--- config.mk ---
export PLATFORM = sky130hd
export DESIGN_NAME = key_loader_flat
export DESIGN_NICKNAME = d
export VERILOG_FILES = /design/src/rtl/key_loader_if.sv /design/src/rtl/key_loader.sv /design/src/flat_wrapper.sv
export SDC_FILE = /design/constraint.sdc
export NUM_CORES = 1
export LEC_CHECK = 0
export CAP_MARGIN = 40
export CORE_UTILIZATION = 55
export CTS_CLUSTER_SIZE = 16
export DETAILED_ROUTE_END_ITERATION = 10
export GPL_ROUTABILITY_DRIVEN = 0
export PLACE_DENSITY = 0.8
export SETUP_SLACK_MARGIN = 0.1
export SLEW_MARGIN = 20
export SYNTH_ARGS = -nofsm -noshare
export SYNTH_HDL_FRONTEND = slang
export SYNTH_SLANG_ARGS = --single-unit
export TNS_END_PERCENT = 5
--- constraint.sdc ---
create_clock -name clk_50m -period 5.7 [get_ports clk_50m]
set_clock_uncertainty 0.1 [all_clocks]
set_input_delay 1.14 -clock clk_50m [delete_from_list [all_inputs] [get_ports clk_50m]]
set_output_delay 1.14 -clock clk_50m [all_outputs]
set_load 0.02 [all_outputs]
--- src/rtl/key_loader_if.sv ---
// Board-side signal bundle of the key loader: raw key and switches in, load
// strobe with captured values and status out.
interface key_loader_if;
  logic       key_n;
  logic [3:0] sw_in;
  logic [1:0] sw_cnt;
  logic       load_en;
  logic [3:0] in;
  logic [1:0] cnt;
  logic       busy;
  logic [7:0] load_count;

  // Drives the board inputs and observes the loader (stimulus side).
  modport master (
    output key_n, sw_in, sw_cnt,
    input  load_en, in, cnt, busy, load_count
  );

  // The loader itself.
  modport slave (
    input  key_n, sw_in, sw_cnt,
    output load_en, in, cnt, busy, load_count
  );
endinterface

--- src/rtl/key_loader.sv ---
// Debounces the KEY pushbutton and, once per accepted press, captures the
// switches and issues a one-cycle load strobe to the lab FSM.
module key_loader #(
  parameter int unsigned DEBOUNCE_CYCLES = 1000000
) (
  input logic        clk_50m,
  input logic        rst,
  key_loader_if.slave bus
);

  localparam int unsigned CntW = (DEBOUNCE_CYCLES > 1) ? $clog2(DEBOUNCE_CYCLES) : 1;
  localparam logic [CntW-1:0] CntLast = CntW'(DEBOUNCE_CYCLES - 1);

  typedef enum logic [1:0] {StIdle, StPressDb, StHeld, StReleaseDb} state_e;

  state_e          state_q;
  logic [CntW-1:0] db_cnt_q;
  logic            sync1_q, sync2_q;
  logic            load_en_q;
  logic [3:0]      in_q;
  logic [1:0]      cnt_q;
  logic            busy_q;
  logic [7:0]      load_count_q;
  logic            pressed;

  assign pressed = ~sync2_q;

  always_ff @(posedge clk_50m or posedge rst) begin
    if (rst) begin
      // Synchronizer resets to "released" so a held key needs a full new press.
      sync1_q      <= 1'b1;
      sync2_q      <= 1'b1;
      state_q      <= StIdle;
      db_cnt_q     <= '0;
      load_en_q    <= 1'b0;
      in_q         <= 4'h0;
      cnt_q        <= 2'b00;
      busy_q       <= 1'b0;
      load_count_q <= 8'h00;
    end else begin
      sync1_q   <= bus.key_n;
      sync2_q   <= sync1_q;
      load_en_q <= 1'b0;
      case (state_q)
        StIdle: begin
          if (pressed) begin
            state_q  <= StPressDb;
            db_cnt_q <= '0;
            busy_q   <= 1'b1;
          end
        end
        StPressDb: begin
          if (!pressed) begin
            state_q <= StIdle;
            busy_q  <= 1'b0;
          end else if (db_cnt_q == CntLast) begin
            state_q      <= StHeld;
            load_en_q    <= 1'b1;
            in_q         <= bus.sw_in;
            cnt_q        <= bus.sw_cnt;
            load_count_q <= load_count_q + 8'd1;
          end else begin
            db_cnt_q <= db_cnt_q + 1'b1;
          end
        end
        StHeld: begin
          if (!pressed) begin
            state_q  <= StReleaseDb;
            db_cnt_q <= '0;
          end
        end
        StReleaseDb: begin
          // A bounce back to pressed returns to HELD without a new load.
          if (pressed) begin
            state_q <= StHeld;
          end else if (db_cnt_q == CntLast) begin
            state_q <= StIdle;
            busy_q  <= 1'b0;
          end else begin
            db_cnt_q <= db_cnt_q + 1'b1;
          end
        end
        default: begin
          state_q <= StIdle;
          busy_q  <= 1'b0;
        end
      endcase
    end
  end

  assign bus.load_en    = load_en_q;
  assign bus.in         = in_q;
  assign bus.cnt        = cnt_q;
  assign bus.busy       = busy_q;
  assign bus.load_count = load_count_q;

endmodule

--- src/flat_wrapper.sv ---
// flat-port wrapper written by rule: the top's interface ports become plain ports
module key_loader_flat 
#(
  parameter int unsigned DEBOUNCE_CYCLES = 1000000
)
  (clk_50m, rst, bus_key_n, bus_sw_in, bus_sw_cnt, bus_load_en, bus_in, bus_cnt, bus_busy, bus_load_count);
  key_loader_if bus_i ();
  input logic clk_50m;
  input logic rst;
  input wire logic [$bits(bus_i.key_n)-1:0] bus_key_n;
  input wire logic [$bits(bus_i.sw_in)-1:0] bus_sw_in;
  input wire logic [$bits(bus_i.sw_cnt)-1:0] bus_sw_cnt;
  output wire logic [$bits(bus_i.load_en)-1:0] bus_load_en;
  output wire logic [$bits(bus_i.in)-1:0] bus_in;
  output wire logic [$bits(bus_i.cnt)-1:0] bus_cnt;
  output wire logic [$bits(bus_i.busy)-1:0] bus_busy;
  output wire logic [$bits(bus_i.load_count)-1:0] bus_load_count;
  assign bus_i.key_n = bus_key_n;
  assign bus_i.sw_in = bus_sw_in;
  assign bus_i.sw_cnt = bus_sw_cnt;
  assign bus_load_en = bus_i.load_en;
  assign bus_in = bus_i.in;
  assign bus_cnt = bus_i.cnt;
  assign bus_busy = bus_i.busy;
  assign bus_load_count = bus_i.load_count;
  key_loader #(.DEBOUNCE_CYCLES(DEBOUNCE_CYCLES)) u_core (.clk_50m(clk_50m), .rst(rst), .bus(bus_i));
endmodule
### After elaboration in Yosys (flattened, before gate mapping)

Cells that the tools add are included.

* equal/unequal tests: 12
* reduce and logical (&&, ||, !) cells: 6
* add/sub/neg operators: 2
* bitwise operators: 1
* mux-type cells: 21

Operator list (count)
* two-way mux 20 bit: 5
* one-hot mux 20 bit (4 select lines): 1
* adder 20 x 1 -> 20 bit, second input constant: 1
* == test 20 bit, second input constant: 1
* two-way mux 2 bit: 6
* adder 8 x 1 -> 8 bit, second input constant: 1
* inequality test 2 x 1 -> 1 bit, second input constant: 4
* one-hot mux 2 bit (4 select lines): 1
* AND reduction 4 bit: 2
* two-way mux 1 bit: 7
* AND reduction 5 bit: 1
* == test 2 bit, second input constant: 2
* inequality test 2 bit, second input constant: 2
* inequality test 3 x 1 -> 1 bit, second input constant: 1
* inequality test 3 bit, second input constant: 1
* one-hot mux 1 bit (3 select lines): 1
* AND reduction 3 bit: 1
* nonzero test 3 bit: 1
* == test 2 x 1 -> 1 bit, second input constant: 1
* zero test 2 bit: 1
* NOT 1 bit: 1

* bits in registers: 40
* word-level logic and storage cells: 51
* output and inout bits: 16
* bits of input ports: 9

### Logic depth before layout (Yosys ltp)

* depth in word-level cells: 4
* depth in mapped cells: 8
* depth with buffers taken out: 6

### Least setup slack after synthesis

OpenSTA, ideal clock, no wires.

* path type: reg-to-reg
* start point: register u_core.db_cnt_q[12]
* end point: register u_core.load_count_q[7] (netlist: u_core.bus.load_count[7])
* required time: 5521 ps
* clock period less this slack: 2260 ps
* path slack: 3440 ps
* path buffers: 2
* arrival time: 2081 ps
* setup time: 79 ps
* cell stages (with the launch flop): 8
* cells stage by stage: dfrtp_1 -> or2_1 -> or4_4 -> buf_6 -> or3_4 -> buf_6 -> nor3_4 -> xor2_1

* word-level cells in the longest chain between the ends: 2

RTL lines
* from (decl): line key_loader.sv:17 `logic [CntW-1:0] db_cnt_q;`
* from (signal assigned): line key_loader.sv:63 `db_cnt_q <= db_cnt_q + 1'b1;`
* from (signal assigned): line key_loader.sv:80 `db_cnt_q <= db_cnt_q + 1'b1;`
* == test 20 bit: line key_loader.sv:56 `end else if (db_cnt_q == CntLast) begin`
* AND reduction 3 bit (no source line)
* to (signal assigned): line key_loader.sv:61 `load_count_q <= load_count_q + 8'd1;`
* to (decl): line key_loader.sv:23 `logic [7:0] load_count_q;`

No other way between the ends.
A chain may end at the register's enable or synchronous reset.

### Worst setup path after layout

* start point: register u_core.load_count_q[3] (netlist: u_core.bus.load_count[3])
* end point: output port bus_load_count[3]

RTL lines
* to (decl): line flat_wrapper.sv:17 `output wire logic [$bits(bus_i.load_count)-1:0] bus_load_count;`

No word-level cell between the ends.

==> flow_summary.toml <==
[critical_path]
crit_family = "buffers and inverters"
slowest_delay_ps = 630
crit_path_end_kind = "primary output"
cp-startpoint = "u_core.bus.load_count[3]"
critPathBufInv = 1
worstPathMaxFanout = 4
rrSetupSlack_ps = 3370
arrival_ps = 1420
r2r_end = "u_core.bus.load_count[5]"
setup.worst_path.start_class = "flip-flop"
path_cells = "clkdlybuf4s50_1"
cp_num_cells = 1
worstPathRequired_ps = 4460
r2r_start = "u_core.db_cnt_q[0]"
rr_worst_depth = 6
endpoint = "bus_load_count[3]"
slowest_stage = "clkdlybuf4s50_1"
path_class = "flip-flop to primary output"

[status]
status = "finished, final reports clean"

[synthesis]
async_flop_share_pct = 100
yosysUniqueCellTypes = 38
synth_top_area_share_pct = 49.9
avgSynthCellArea_sq_um = 9.78
ys_seq_area_share_pct = 52.6
synth_area_leaders = "dfrtp_1, nand2_1, xnor2_1"
yosysTopAreaCell = "dfrtp_1"
synthCells = 195
synth_edf_count = 0
synth_common_cells = "dfrtp_1, nand2_1, nor2_1, xnor2_1, o21ai_0"
syn_nets = 206
ys_ff_latch = 40
yosys_warnings = 0
netlist_area_sq_mm = 0.00191
ys.flop_type = "dfrtp_1"

[timing]
worst_pin_slew_ps = 494
finalSetupTns_ps = 0
fin_crit_ps = 2660
setup_viol = 0
fmax_mhz = 376
rsz0062_at_grt = "false"
finalHoldViolations = 0
slew_headroom_pct = 66.9
hold_ws_ps = 263
slew_violations = 0
post-route-period-util_pct = 46.7

[layout]
diodes = 0
drive_gt1_share_pct = 9.33
fill_cells = 282
fin_nets = 235
syn_to_final_growth_pct = 18.2
fin_area_sq_mm = 0.00225
fin_cells = 271

[die]
core.rowCount = 21
dieArea_sq_mm = 0.00371
dieWidth_um = 60.9
coreArea_sq_mm = 0.00334
dieHeight_um = 60.9
initial_core_util_pct = 57.1
io_pins = 25

[route]
ant_nets = 0
viasPerCell = 5.39
met3_length_um = 156
wl_met2_um = 1820
wl_um = 3570
route.detailed.drc = 0
drtPass1Iterations = 4
vias = 1460
wl_per_cell_um = 13.2
highest_layer = "met4"
routedLengthMet1_um = 1550
drt-initial-drc-count = 85

[flow_run]
cap_violations = 0

[clock_network]
clockBufferDepth = 2
htreeDepth = 2
cts_setup_buffers = 0
cts_made_buffers = 5
cts.repair.resized = 0
hold_buffers = 0
clkTransAtPathRegs_ps = 110
clk_latency_ps = 350
cts_tree = "done"
cts_sinks = 40
root_buffer = "clkbuf_4"

[global_routing]
grtUsageTotal_pct = 22.4
grt_max_degree = 41
grt_pass1_wl_um = 5950
antenna_found_initial = 0
grt_pass1_vias = 1357
grt_overflow = 0

[pwr]
vdd_drop_max_uv = 181
p_sw_mw = 0.111
seq_power_share_pct = 62.9
p_clk_share_pct = 30.9
p_comb_share_pct = 6.1
cellInternalPower_mw = 0.362
switching_share_pct = 23.4
p_leak_nw = 0.977
powerDensity_mw_per_mm2 = 210

[placement]
port_buffers = 24
dp.cells = 263
dpl.hpwl_um = 2630
detailed_place.area_sq_mm = 0.00219

[hold_path]
hold_path.class = "flip-flop to flip-flop"
-- power groups by stage --
stage | registers, mW | clock network [mW] | logic [mW]
after CTS | 0.298 | 0.152 | 0.0298
final | 0.298 | 0.146 | 0.0290
after detailed placement | 0.303 | 0 | 0.0294
after global routing | 0.300 | 0.164 | 0.0333
after floorplan | 0.302 | 0 | 0.0170
after global placement | 0.303 | 0 | 0.0278
-- how the worst min path moves through the flow --
stage / to / slack, ps / cells past startpoint / from
after floorplan: u_core.sync2_q / 250 / 0 / u_core.sync1_q
after global placement: u_core.sync2_q / 250 / 0 / u_core.sync1_q
after detailed placement: u_core.sync2_q / 250 / 0 / u_core.sync1_q
after CTS: u_core.sync2_q / 260 / 0 / u_core.sync1_q
after global routing: u_core.sync2_q / 280 / 0 / u_core.sync1_q
final: u_core.sync2_q / 260 / 0 / u_core.sync1_q
-- cell type report --
type                    instances  area (sq um)  area share [%]
flip-flops and latches         40          1000            44.5
repair buffers                 27           263            11.7
clock inverters                 2          10.0           0.444
well taps                      46          57.6            2.55
clock buffers                   6          51.3            2.28
multi-input cells             144           846            37.5
inverters                       6          22.5           0.999
-- through the flow --
step	utilization, %	setup WS (ps)	power, mW
2_1_floorplan	-	3440	0.319
3_3_place_gp	65.5	3450	0.331
3_5_place_dp	65.7	3400	0.333
4_1_cts	67.5	3020	0.480
5_1_grt	67.5	2970	0.497
6_report	67.5	3040	0.473
-- layer usage --
metal / global-route usage [%] / vias to the layer above
met5: 0 / -
met4: 8.44 / 0
met3: 6.61 / 6
met2: 39.2 / 37
met1: 25.9 / 698
li1: - / 719
-- kinds of logic (layout without fill, tap and decap cells) --
kind of cell | Yosys count | after routing | synth area share [%]
simple gates | 102 | 102 | 27.8
flops | 40 | 40 | 52.6
compound gates | 19 | 19 | 5.58
xor+xnor | 21 | 21 | 9.65
fa+ha+maj | 2 | 2 | 1.31
buf+inv | 11 | 41 | 3.02
-- sequential cells by signal, indices dropped and copies added, names as in the netlist, named ones only --
register               count
u_core.bus.busy            1
u_core.bus.cnt             2
u_core.bus.in              4
u_core.bus.load_count      8
u_core.bus.load_en         1
u_core.db_cnt_q           20
u_core.state_q             1
u_core.sync1_q             1
u_core.sync2_q             1
-- layout by cell type, fill, tap and decap left out, drive strengths merged, types with 3 or more instances in the layout --
cell,Yosys,layout
a21oi,4,4
and4,3,3
buf,3,3
clkbuf,2,6
clkdlybuf4s50,0,24
dfrtp,38,38
inv,6,6
nand2,38,38
nand3,9,9
nand4,6,6
nor2,16,16
nor3,7,7
o21ai,11,11
or2,3,3
or3,7,7
xnor2,13,13
xor2,8,8
(Power assumes the default switching activity.)
